[config.mk]
export PLATFORM = sky130hd
export DESIGN_NAME = if_fetch_unit
export DESIGN_NICKNAME = d
export VERILOG_FILES = /design/src/rtl/if_fetch_unit.sv
export SDC_FILE = /design/constraint.sdc
export NUM_CORES = 1
export LEC_CHECK = 0
export ABC_AREA = 1
export CORE_ASPECT_RATIO = 0.5
export CORE_UTILIZATION = 30
export CTS_CLUSTER_DIAMETER = 40
export DETAILED_ROUTE_END_ITERATION = 10
export GPL_ROUTABILITY_DRIVEN = 0
export PLACE_DENSITY_LB_ADDON = 0.05
export SLEW_MARGIN = 10
export SYNTH_ARGS = -nofsm -noshare
export SYNTH_HDL_FRONTEND = slang
export SYNTH_SLANG_ARGS = --single-unit
[constraint.sdc]
create_clock -name clk -period 4 [get_ports clk]
set_clock_uncertainty 0.05 [all_clocks]
set_input_delay 1.2 -clock clk [delete_from_list [all_inputs] [get_ports clk]]
set_output_delay 1.2 -clock clk [all_outputs]
set_load 0.1 [all_outputs]
[src/rtl/if_fetch_unit.sv]
// rtl/if_fetch_unit.sv - Instruction fetch stage: PC, 16x32 instruction memory, LOAD/RUN/HALT control.
module if_fetch_unit #(
   parameter logic [3:0]  START_PC  = 4'd0,
   parameter logic [31:0] HALT_WORD = 32'hFFFF_FFFF
) (
   input  logic        clk,
   input  logic        reset,
   input  logic        start,
   input  logic        imem_we,
   input  logic [3:0]  imem_waddr,
   input  logic [31:0] imem_wdata,
   input  logic        stall,
   input  logic        redirect_valid,
   input  logic [3:0]  redirect_pc,
   output logic [31:0] Instruction_Code,
   output logic [3:0]  PC_IF,
   output logic        flush,
   output logic        halted,
   output logic [7:0]  fetch_count
);

   typedef enum logic [1:0] {
      ST_LOAD = 2'd0,
      ST_RUN  = 2'd1,
      ST_HALT = 2'd2
   } state_t;

   state_t      state, state_nxt;
   logic [3:0]  pc, pc_nxt;
   logic [7:0]  cnt, cnt_nxt;
   logic [31:0] imem [16];
   logic [31:0] fetch_word;

   // Memory has no reset so a program survives reset and can be rerun.
   always_ff @(posedge clk) begin
      if (state == ST_LOAD && imem_we)
         imem[imem_waddr] <= imem_wdata;
   end

   always_ff @(posedge clk or negedge reset) begin
      if (!reset) begin
         state <= ST_LOAD;
         pc    <= START_PC;
         cnt   <= 8'd0;
      end else begin
         state <= state_nxt;
         pc    <= pc_nxt;
         cnt   <= cnt_nxt;
      end
   end

   assign fetch_word = imem[pc];

   always_comb begin
      state_nxt        = state;
      pc_nxt           = pc;
      cnt_nxt          = cnt;
      Instruction_Code = 32'd0;
      flush            = 1'b0;
      halted           = 1'b0;
      case (state)
         ST_LOAD: begin
            if (start) begin
               state_nxt = ST_RUN;
               pc_nxt    = START_PC;
            end
         end
         ST_RUN: begin
            Instruction_Code = fetch_word;
            if (redirect_valid) begin
               pc_nxt = redirect_pc;
               flush  = 1'b1;
            end else if (!stall) begin
               // Word is accepted by IF/ID this cycle, including a halt word.
               cnt_nxt = (cnt == 8'hFF) ? cnt : cnt + 8'd1;
               if (fetch_word == HALT_WORD)
                  state_nxt = ST_HALT;
               else
                  pc_nxt = pc + 4'd1;
            end
         end
         ST_HALT: begin
            halted = 1'b1;
         end
         default: begin
            state_nxt = ST_LOAD;
         end
      endcase
   end

   assign PC_IF       = pc;
   assign fetch_count = cnt;

endmodule

* Word level (Yosys, flattened, before mapping)
Memory sizes are Yosys's and may differ from the RTL's.
Index checks and enable logic that the tools add are counted.
** Word-level totals
- Memories kept :: 1
- Flip-flop bits (word level) :: 14
- Bits in writable memories :: 512
- Logic and storage cells :: 42
** Cells by class
- Mux-type cells :: 16
- $add $sub $neg :: 2
- Reductions and logical operators :: 6
- Eq/ne operators :: 10
- Bitwise gates (word level) :: 4
** Memories
- imem :: depth 16, width 32, read ports 1, clocked after Yosys merged registers in 0, write ports 1, line 31 : logic [31:0] imem [16];
** Operators by type and width (count)
- $eq 32x32->1 const B :: 1
- $mux 32 :: 1
- $mux 4 :: 4
- $add 8x1->8 const B :: 1
- $eq 8x8->1 const B :: 1
- $mux 2 :: 4
- $ne 2x2->1 const B :: 4
- $pmux 4 s2 :: 1
- $reduce_and 4->1 :: 2
- $ne 3x3->1 const B :: 2
- $pmux 2 s3 :: 1
- $mux 1 :: 5
- $reduce_and 5->1 :: 1
- $add 4x1->4 const B :: 1
- $not 1->1 :: 4
- $eq 2x1->1 const B :: 1
- $eq 2x2->1 const B :: 1
- $logic_not 2->1 :: 1
- $reduce_bool 2->1 :: 1
- $logic_and 1x1->1 :: 1

* Longest topological paths before layout
An unclocked memory read counts as a cell.
- Depth in word-level cells :: 6
- Gate-level depth with buffers :: 17
- Gate-level depth less buffers :: 15

* Worst setup path after synthesis
No wires, ideal clock.
- Path type :: reg-to-output
- Start :: reg pc[1], in the netlist PC_IF[1]
- End :: out Instruction_Code[27]
- Slack :: -0.580 ns
- Stages on the path, launching flop included :: 9
- Buffers on the path :: 2
- Arrival :: 3.330 ns
- Cells stage by stage :: dfrtp_1 -> buf_2 -> inv_2 -> clkbuf_1 -> nor2_1 -> o21ai_0 -> nand3_1 -> nand3_1 -> a21oi_1
** Between the ends
- Word-level cells in the longest chain between the ends :: 2
** Ends and longest elaborated chain
- from (decl) :: line 29 : logic [3:0] pc, pc_nxt;
- from (signal assigned) :: line 47 : pc <= pc_nxt;
- $mem_v2 16x32
- $mux 32 :: line 61 : case (state)
- to (decl) :: line 15 : output logic [31:0] Instruction_Code,
Every way passes these cells.

* Final worst setup path
- Start :: reg state[1]
- End :: out Instruction_Code[31]
** Between the ends
- Word-level cells in the longest chain between the ends :: 2
** Ends and longest elaborated chain
- from (decl) :: line 28 : state_t state, state_nxt;
- from (signal assigned) :: line 46 : state <= state_nxt;
- $eq 2x1->1 :: line 61
- $mux 32 :: line 61
Every way passes these cells.

==> metrics.md <==
| Metric | Value |
|---|---|
| Delay-heaviest family, CP | `buffers and inverters` |
| Syn Std Cell Area | `22,150 um^2` |
| Tightest Hold Check Type | `flip-flop to flip-flop` |
| DRC violations left | `0` |
| Worst-Margin Slew | `967.1 ps` |
| Slowest CP cell | `clkinv_2` |
| Final Non-Filler Cells | `3,168` |
| Final worst slack | `113.0 ps` |
| Cell breakdown of the critical path | `nor2_1 > buf_4 > clkinv_2 > buf_12 > a21oi_2 > buf_12` |
| Total power | `24.43 mW` |
| Cell mode on critical path | `buf_12` |
| Pins Over Slew Limit | `0` |
| Routed WL | `72,510 um` |
| Share of cells above drive strength 1 | `0.1380` |
| Pre-CTS setup slack | `404.8 ps` |
| Die area | `74,980 um^2` |
| Reg clk slew, reported paths | `60 ps` |
| Maximum vdd drop | `0.5035 mV` |
| Per-cell routed wire length | `22.89 um` |
| Leakage | `10.59 nW` |
| Pin count of the biggest net entering global routing | `95` |
| Register area share after synthesis | `0.7100` |
| Worst setup SP type | `flip-flop` |
| Worst Setup End Kind | `primary output` |
| Syn_nets | `2,054` |
| Period minus WS final | `3887 ps` |
| Initial antenna violation count | `1` |
| CTS buffer count | `66` |
| Root Buffer | `clkbuf_16` |
| Slew HR | `0.3533` |
| DRT antenna net count | `0` |
| Vias in the first global route | `14,128` |
| Critical path class | `flip-flop to primary output` |
| Power Density | `870.0 nW/um^2` |
| Dpl cells | `3,029` |
| Row Count | `70` |
| First-pass GRT wire length | `101,400 um` |
| Worst path required time | `2750 ps` |
| Arrival @ worst endpoint | `2640 ps` |
| Final Hold Viols | `0` |
| Fmax | `257.3 MHz` |
| I/O Pins | `92` |
| First-pass DRT Iterations | `5` |
| Via density per instance | `4.726` |
| Gate Count Post-Synth | `2,006` |
| Period utilization | `0.9717` |
| Via count | `14,972` |
| Std-Cell Core Area | `73,050 um^2` |
| DP HPWL | `38,920 um` |
| Area Growth Syn to Fin | `26.78%` |
| Crit path buf inv count | `4` |
| H-tree depth | `3` |
| Number of port buffers | `91` |
| Outcome | `complete, no violations` |
| Initial core utilization | `0.3032` |
| CTS tree | `built` |
| GRT Residual Overflow | `0` |
| Final Util | `0.3844` |
| Die Wd | `386.3 um` |
| CTS sink cnt | `526` |
| Final setup vio count | `0` |
| Final nets | `2,195` |
| Setup Total Neg Slack | `0 ps` |
| Die span in y | `194.1 um` |
| Bufs on Longest Clock Path | `3` |
| All-Layer GR Usage | `0.1876` |
| Syn. warnings | `0` |
| Max Cap Viol | `0` |
| #FFs+latches synth | `526` |
| R2r setup slk | `780 ps` |
| Starting DRT DRC Count | `1,114` |
| N_diodes | `0` |
| Distinct cells, synth | `27` |
| Peak fanout along the critical path | `16` |
| Max incr delay on CP | `480 ps` |
| Skew-Pair Late Insertion Delay | `630 ps` |
| Avg Inst Size Synth | `11.04 um^2` |
-- where the power goes --
part	switching, mW	internal, mW
clock	2.47	3.69
combinational	8.20	3.82
sequential	0.0861	6.16
-- path summary, 6_finish.rpt --
| path | cells past startpoint | startpoint | to |
|---|---|---|---|
| max reg2reg | 16 | PC_IF[0] | PC_IF[2] |
| min in group asynchronous | 1 | reset | fetch_count[4] |
| min reg2reg | 1 | fetch_count[7] | fetch_count[7] |
| max in group asynchronous | 1 | reset | PC_IF[1] |
| max | 6 | state[1] | Instruction_Code[31] |
| min | 1 | fetch_count[7] | fetch_count[7] |
-- per-layer routing --
metal,part of all wire,GRT usage
met5,0.00018,0
met4,0.015,0.04447
met3,0.044,0.03503
met2,0.41,0.2585
met1,0.53,0.2978
-- sequential cells by signal, summed over array words and instances, names as in the netlist --
| register | flops |
|---|---|
| imem | 512 |
| fetch_count | 8 |
| PC_IF | 4 |
| state | 2 |
-- through the flow --
| stage | hold slack, ps | instance area, um^2 |
|---|---|---|
| after global placement | 464.2 | 25330 |
| after detailed placement | 469.7 | 25330 |
| after global routing | 501.9 | 28080 |
| final | 476.0 | 28080 |
| after floorplan | 498.8 | 22430 |
| after CTS | 479.2 | 27600 |
-- worst register-to-register path, cell delays in order (launching register included) --
cell and delay [ps]:
dfrtp_4 490, buf_4 180, buf_4 150, clkbuf_16 210, nand2_1 120, o211ai_1 100
nand3_1 100, nand3_1 210, nand2_1 240, nand2_1 130, nor2_1 180, nand2_1 80
nor2_1 400, nand3_2 230, nand2_2 160, nand2_1 60, nand2_1 70
-- timing repair --
action                                 in CTS  in global routing
gates cloned                                1                 11
endpoints found under the hold margin       0                  0
gates resized for setup                     8                 20
setup endpoints to repair                  17                 28
buffers inserted                            0                 10
pin swaps                                   0                  7
hold buffers                                0                  0
-- layout by cell type, fill, tap and decap left out, types with 3 or more instances in the layout --
master and count:
a21oi_4 23, clkbuf_1 10, o211ai_1 50, clkinv_1 7, nand3_1 241, buf_4 49
o21ai_0 66, a21oi_2 9, clkinvlp_4 4, buf_12 59, clkbuf_16 78, buf_6 8
clkinv_2 9, clkdlybuf4s50_1 46, nand2_1 631, nor2_1 151, nand3_2 7, dfrtp_4 3
buf_16 7, bufinv_16 8, nor2_4 16, inv_6 10, a21oi_1 6, xnor2_1 3
dfrtp_1 10, xor2_1 6, inv_1 147, edfxtp_1 512
-- synth_stat cells, drive strengths merged --
master,instances,area [um^2]
o211ai,50,375.4
nor3,2,10.01
o2111ai,1,8.760
edfxtp,512,15370
xor2,6,52.55
clkinv,2,7.510
inv,151,566.8
or2,1,6.260
ha,2,25.02
nand3,248,1246
nor4,1,6.260
dfrtp,14,350.3
nand2,632,2375
clkbuf,25,93.84
mux2,1,11.26
xnor2,3,26.28
a21oi,38,190.2
o21ai,67,335.3
nor2,167,626.9
buf,83,459.2
-- area by class of cell --
| type | instances | area [um^2] |
|---|---|---|
| multi-input cells | 1219 | 5738 |
| clock buffers | 79 | 1764 |
| inverters | 153 | 609.3 |
| flip-flops and latches | 526 | 15740 |
| clock inverters | 38 | 437.9 |
| well taps | 972 | 1216 |
| fillers | 7126 | 44970 |
| repair buffers | 180 | 2565 |
| repair inverters | 1 | 11.26 |
-- cell families after synthesis --
group                      count (synthesis)  synth area share
xor gates and xnor gates                   9          0.003559
DFF                                      526            0.7100
AOI/OAI and AO/OA                        156           0.04107
muxes                                      1         0.0005084
adders and majority gates                  2          0.001130
buffers and inverters                    261           0.05090
and+or+nand+nor                         1051            0.1928
No activity file was read; power rests on OpenSTA's default activity.
